## src/rtl/debounce_sync.sv

```systemverilog
// debounce_sync
//   Cleans up a raw, asynchronous, bouncy single-bit input such as a push-button
//   or a switch. It has three parts:
//   - a SYNC_STAGES-deep synchronizer chain;
//   - a four-state filter FSM with a stability counter;
//   - optional one-cycle edge strobes.
//   The output o_q changes only after the synchronized input has disagreed with
//   it for STABLE_COUNT consecutive clock edges.
//
// Parameters
//   SYNC_STAGES  : synchronizer depth (>= 2)
//   STABLE_COUNT : consecutive mismatching edges needed to accept a new level (>= 1)
//   CNT_WIDTH    : stability counter width; requires 2**CNT_WIDTH > STABLE_COUNT-1
//
// Ports
//   i_clk   in  : clock; all state updates on its rising edge
//   i_rst_n in  : asynchronous reset, active-low
//   i_d     in  : raw asynchronous input
//   o_q     out : debounced level (direct flop output)
//   o_rise  out : one-cycle strobe on an accepted 0->1 change of o_q
//   o_fall  out : one-cycle strobe on an accepted 1->0 change of o_q
//
// Build option
//   DEBOUNCE_SYNC_EDGE_EN : when defined, the o_rise/o_fall registers are built;
//                           otherwise both outputs are tied to 0.

module debounce_sync #(
  parameter int SYNC_STAGES  = 2,
  parameter int STABLE_COUNT = 50000,
  parameter int CNT_WIDTH    = 16
) (
  input  logic i_clk,
  input  logic i_rst_n,
  input  logic i_d,
  output logic o_q,
  output logic o_rise,
  output logic o_fall
);

  typedef enum logic [1:0] {
    LOW       = 2'd0,
    RISE_WAIT = 2'd1,
    HIGH      = 2'd2,
    FALL_WAIT = 2'd3
  } state_t;

  localparam logic [CNT_WIDTH-1:0] LAST     = CNT_WIDTH'(STABLE_COUNT - 1);
  localparam logic [CNT_WIDTH-1:0] CNT_ONE  = CNT_WIDTH'(1);
  localparam bit                   ONE_SHOT = (STABLE_COUNT == 1);

  logic [SYNC_STAGES-1:0] sync;
  logic                   s;

  state_t                 state;
  state_t                 state_next;
  logic [CNT_WIDTH-1:0]   cnt;
  logic [CNT_WIDTH-1:0]   cnt_next;
  logic                   q;
  logic                   q_next;

  // Synchronizer: stage 0 samples i_d; the last stage is the only signal the
  // filter FSM reads.
  always_ff @(posedge i_clk or negedge i_rst_n) begin
    if (!i_rst_n) begin
      sync <= '0;
    end else begin
      sync <= {sync[SYNC_STAGES-2:0], i_d};
    end
  end

  assign s = sync[SYNC_STAGES-1];

  always_ff @(posedge i_clk or negedge i_rst_n) begin
    if (!i_rst_n) begin
      state <= LOW;
      cnt   <= '0;
      q     <= 1'b0;
    end else begin
      state <= state_next;
      cnt   <= cnt_next;
      q     <= q_next;
    end
  end

  // The stored counter equals (number of consecutive mismatch edges seen so far)
  // minus one. The edge that leaves LOW/HIGH is the first mismatch edge, so the
  // wait states accept on the edge where cnt+1 reaches STABLE_COUNT-1. That edge
  // is the STABLE_COUNT-th mismatch. With STABLE_COUNT=1 the first mismatch
  // accepts at once and the wait states are never entered.
  always_comb begin
    state_next = state;
    cnt_next   = cnt;
    q_next     = q;
    case (state)
      LOW: begin
        cnt_next = '0;
        if (s) begin
          if (ONE_SHOT) begin
            state_next = HIGH;
            q_next     = 1'b1;
          end else begin
            state_next = RISE_WAIT;
          end
        end
      end
      RISE_WAIT: begin
        if (!s) begin
          state_next = LOW;
          cnt_next   = '0;
        end else if (cnt + CNT_ONE == LAST) begin
          state_next = HIGH;
          cnt_next   = '0;
          q_next     = 1'b1;
        end else begin
          cnt_next = cnt + CNT_ONE;
        end
      end
      HIGH: begin
        cnt_next = '0;
        if (!s) begin
          if (ONE_SHOT) begin
            state_next = LOW;
            q_next     = 1'b0;
          end else begin
            state_next = FALL_WAIT;
          end
        end
      end
      FALL_WAIT: begin
        if (s) begin
          state_next = HIGH;
          cnt_next   = '0;
        end else if (cnt + CNT_ONE == LAST) begin
          state_next = LOW;
          cnt_next   = '0;
          q_next     = 1'b0;
        end else begin
          cnt_next = cnt + CNT_ONE;
        end
      end
      default: begin
        state_next = LOW;
        cnt_next   = '0;
        q_next     = 1'b0;
      end
    endcase
  end

  assign o_q = q;

`ifdef DEBOUNCE_SYNC_EDGE_EN
  logic rise;
  logic fall;

  // The strobes are registered from the same next-level decision that updates q.
  // They therefore rise on the edge where o_q toggles. Reset clears q directly,
  // so no strobe is produced because of reset.
  always_ff @(posedge i_clk or negedge i_rst_n) begin
    if (!i_rst_n) begin
      rise <= 1'b0;
      fall <= 1'b0;
    end else begin
      rise <= q_next & ~q;
      fall <= ~q_next & q;
    end
  end

  assign o_rise = rise;
  assign o_fall = fall;
`else
  assign o_rise = 1'b0;
  assign o_fall = 1'b0;
`endif

endmodule

```

## config.mk

```make
export PLATFORM = sky130hd
export DESIGN_NAME = debounce_sync
export DESIGN_NICKNAME = d
export VERILOG_FILES = /design/src/rtl/debounce_sync.sv
export SDC_FILE = /design/constraint.sdc
export NUM_CORES = 1
export LEC_CHECK = 0
export ABC_AREA = 0
export BUFFER_PORTS_ARGS = -buffer_cell sky130_fd_sc_hd__buf_2
export CORE_MARGIN = 3
export CORE_UTILIZATION = 31
export CTS_CLUSTER_SIZE = 20
export DETAILED_ROUTE_END_ITERATION = 7
export PLACE_DENSITY_LB_ADDON = 0.2
export SLEW_MARGIN = 10
export SYNTH_ARGS = -nofsm -noshare
export SYNTH_HDL_FRONTEND = slang
export SYNTH_SLANG_ARGS = --single-unit
```

## constraint.sdc

```tcl
create_clock -name i_clk -period 4 [get_ports i_clk]
set_input_delay 0.6 -clock i_clk [delete_from_list [all_inputs] [get_ports i_clk]]
set_output_delay 0.6 -clock i_clk [all_outputs]
set_load 0.05 [all_outputs]
```

Word-level counts from Yosys, hierarchy flattened
Cells that the tools add are included.
{"block": "totals", "register_bits": 21, "inputBits": 3, "word_cells": 38}
{"block": "classes", "n_addsub": 1, "n_eq_ne": 12, "muxes": 16, "reduce_logical": 5}
{"operator": "2-to-1 mux 16 bit", "n": 3}
{"operator": "case mux 16 bit (3 select lines)", "n": 1}
{"operator": "adder 16 x 1 -> 16 bit (second input constant)", "n": 1}
{"operator": "== test 16 bit (second input constant)", "n": 1}
{"operator": "2-to-1 mux 2 bit", "n": 6}
{"operator": "inequality test 2 bit (second input constant)", "n": 6}
{"operator": "case mux 2 bit (4 select lines)", "n": 1}
{"operator": "inequality test 3 bit (second input constant)", "n": 2}
{"operator": "AND reduction 5 bit", "n": 1}
{"operator": "== test 2 bit (second input constant)", "n": 2}
{"operator": "2-to-1 mux 1 bit", "n": 4}
{"operator": "AND reduction 4 bit", "n": 1}
{"operator": "== test 2 x 1 -> 1 bit (second input constant)", "n": 1}
{"operator": "zero test 2 bit", "n": 1}
{"operator": "case mux 1 bit (2 select lines)", "n": 1}
{"operator": "nonzero test 2 bit", "n": 1}
{"operator": "OR reduction 2 bit", "n": 1}

Longest topological paths before layout
{"block": "depth", "word_depth": 5, "depth_mapped": 8}

Worst setup path before layout
Ideal clock, no wire load.
{"block": "synth_timing", "kind": "flip-flop to flip-flop", "from": "register cnt[0]", "to": "register (tool-made name)", "setup_ps": 125, "arrival_ps": 2016, "path_slack_ps": 1859, "stages_incl_launch_ff": 8, "n_path_buf": 0, "cell_sequence": "dfrtp_1 -> ha_1 -> nand3_2 -> nor4_4 -> xor2_1 -> a21oi_1 -> nand4_1 -> mux2_4"}
{"item": "start, declared", "line_no": "56", "rtl": "logic [CNT_WIDTH-1:0] cnt;"}
{"item": "start signal, assigned", "line_no": "80", "rtl": "cnt <= cnt_next;"}

Worst setup path after layout
{"block": "layout_timing", "from": "register cnt[0]", "to": "register cnt[9]"}
{"block": "layout_via", "elab_chain_cells": 5}
{"item": "adder 16 x 1 -> 16 bit *"}
{"item": "== test 16 bit", "line_no": "110, 133"}
{"item": "2-to-1 mux 16 bit *", "line_no": "110, 133"}
{"item": "2-to-1 mux 16 bit, on equally long branches", "line_no": "130, 107"}
{"item": "case mux 16 bit (3 select lines) *", "line_no": "94", "rtl": "case (state)"}
{"item": "via cnt_next[9]", "line_no": "57", "rtl": "logic [CNT_WIDTH-1:0] cnt_next;"}
The timed path passes the listed nets; every way through them passes the cells marked *.
A chain may end at the register's enable or synchronous reset.

==> flow_summary.toml <==
[global_routing]
grt.overflow.total = 0
grt_pass1_vias = 812
grt_pass1_wl_um = 3880
grt_util_all_layers_pct = 10.1
grt_antenna_before_repair = 0
grt_start_max_net_pins = 22

[clock_network]
cts_buffers = 3
path_clk_slew_ns = 0.08
clkSinkCount = 21
cts_hold_buf = 0
htree_num_levels = 1
cts_root_buf = "clkbuf_8"
clk_latency_ns = 0.26
clock_path_buffers = 2
cts_tree = "yes"
cts_resized = 0
post_cts_buffers = 0

[placed_design]
placed_area_mm2 = 0.00127
pre_cts_ws_ns = 1.53
dp_hpwl_um = 1490
numPortBuffers = 3
place_congestion = 0.724
dp_cells = 163

[yosys]
synth_edf_count = 0
avgSynthCellArea_um2 = 10.5
postSynth.asyncResetShare_pct = 100
synth_flop_cell = "dfrtp_1"
yosysSeqAreaShare_pct = 42.6
synth-xor-area-share_pct = 11.3
synthAdderAreaFrac_pct = 2.03
synth_simple_gate_area_share_pct = 31.0
ys_types = 39
syn_area_mm2 = 0.00123
ys_seq_elements = 21
synthMuxAreaShare_pct = 2.94
synth-compound-area-share_pct = 4.46
syn_inst = 118
ys.warnings.count = 0
synth_top_family_by_area = "simple AND/OR/NAND/NOR gates"

[route]
wire_per_inst_um = 12.8
detail_route.first_pass.iterations = 4
drcViolationCount = 0
dr.first_iter.drc_count = 38
drtAntennaViolNets = 0
viasPerCell = 4.95
wirelength_um = 2130
vias = 826

[critical_path]
cp.arrival_ns = 2.62
reg2reg_depth = 7
end_kind = "flip-flop"
cp_max_fo = 8
r2r-end = "cnt[9]$_DFF_PN0_"
worstSetupPathType = "reg2reg"
cp_data_required_time_ns = 4.12
rr_startpoint = "cnt[0]$_DFF_PN0_"
cp-start-kind = "flip-flop"
ff2ff_setup_slack_ns = 1.50

[finish]
diodes = 0
fin_util_pct = 35.1
synthToLayoutAreaGrowth_pct = 6.28
drive_above_1_share_pct = 17.6
final_cells = 167
layout.cell_area.non_filler_mm2 = 0.00131
nNetsFinal = 125

[floorplan]
die_area_mm2 = 0.00478
rows = 22
start_util_pct = 33.0
die_w_um = 69.1
pin_count = 6
fp.dieH_um = 69.1
core_mm2 = 0.00374

[timing]
rsz0062_at_grt = "false"
slew_headroom_pct = 54.1
finalHoldViolCount = 0
min_period_ns = 2.50
fin_setup_tns_ns = 0
slew_viol_final = 0
whs_ns = 0.286
min_period_over_period_pct = 62.4
tightest_slew_ns = 0.687
setup_slack_ns = 1.50
fin_skew_ns = 0.00181
max_freq_mhz = 400
setup_viol = 0

[min_path]
hold_class = "in2async"

[power_and_ir_drop]
p_leak_nw = 0.531
finalPower_mw = 0.376
irDropWorstVdd_mv = 0.214
p_per_area_mw_per_mm2 = 287

[job]
drv_cap = 0

[status]
status = "complete, no violations"
[Yosys cell counts (3+ instances only)]
master | n | share of area (%)
buf_4 | 3 | 1.8
dfrtp_1 | 21 | 43
inv_1 | 5 | 1.5
nand2_1 | 7 | 2.1
nand3_1 | 4 | 1.6
nand4_1 | 4 | 2.0
nor2_1 | 10 | 3.0
nor3_1 | 6 | 2.4
nor3_2 | 5 | 4.1
xnor2_1 | 12 | 8.5
xor2_1 | 4 | 2.8
[sequential cells by signal, summed over array words and instances, names as in the netlist, named ones only]
signal,count
state,1
cnt,16
o_q,1
sync,2
[cells by family (layout without fill, tap and decap cells)]
kind of cell,Yosys count,in the layout
and+or+nand+nor,55,55
DFF,21,21
xor gates and xnor gates,16,16
buffers and inverters,12,12
AOI/OAI and AO/OA,8,8
muxes,3,3
adders and majority gates,2,2
other,1,2
[worst max-delay path by stage]
| stage | start | cells past startpoint | end | slack [ns] |
|---|---|---|---|---|
| finish | cnt[0]$_DFF_PN0_ | 7 | cnt[9]$_DFF_PN0_ | 1.50 |
| global route | cnt[0]$_DFF_PN0_ | 7 | cnt[15]$_DFF_PN0_ | 1.23 |
| CTS | cnt[0]$_DFF_PN0_ | 7 | cnt[9]$_DFF_PN0_ | 1.50 |
| detailed placement | cnt[0]$_DFF_PN0_ | 7 | cnt[15]$_DFF_PN0_ | 1.53 |
| global placement | cnt[0]$_DFF_PN0_ | 7 | cnt[15]$_DFF_PN0_ | 1.61 |
| floorplan | cnt[0]$_DFF_PN0_ | 7 | flip-flop | 1.86 |
[cells in the final DEF (no fill, tap or decap), drive strengths merged, types with 4 or more instances in the layout]
cell type / count
xor2: 4
nor4: 6
dfrtp: 21
nand3: 5
inv: 5
nand2: 7
nand4: 6
nor3: 11
nor2: 10
xnor2: 12
[power by group]
| group | total [mW] | leakage (nW) | switching, mW | internal, mW |
|---|---|---|---|---|
| clock network | 0.143 | 0.0255 | 0.0737 | 0.0695 |
| logic | 0.0159 | 0.220 | 0.0130 | 0.00292 |
| registers | 0.217 | 0.285 | 0.00256 | 0.215 |
| total | 0.376 | 0.531 | 0.0893 | 0.287 |
[cell type report]
class                   count  area [um2]
repair buffers              3        15.0
well taps                  48        60.1
flip-flops and latches     21         526
clock buffers               3        41.3
inverters                   5        18.8
multi-input cells          86         647
clock inverters             1        5.00
fillers                   393        2430
[worst max-delay path, stage by stage, from the launching register on]
cell and delay [ns]:
dfrtp_1 0.47, ha_1 0.28, nand3_2 0.22, nor4_4 0.41
xor2_1 0.13, a21oi_1 0.29, and3_1 0.46, nor3_1 0.09
[routing by layer]
layer  vias up  track usage, %  wire, um
li1        407               -         -
met1       403            14.6      1100
met2        12            13.8       933
met3         4            2.77        61
met4         0            4.34        31
met5         -               0         0
Power figures use the tool's default switching activity.
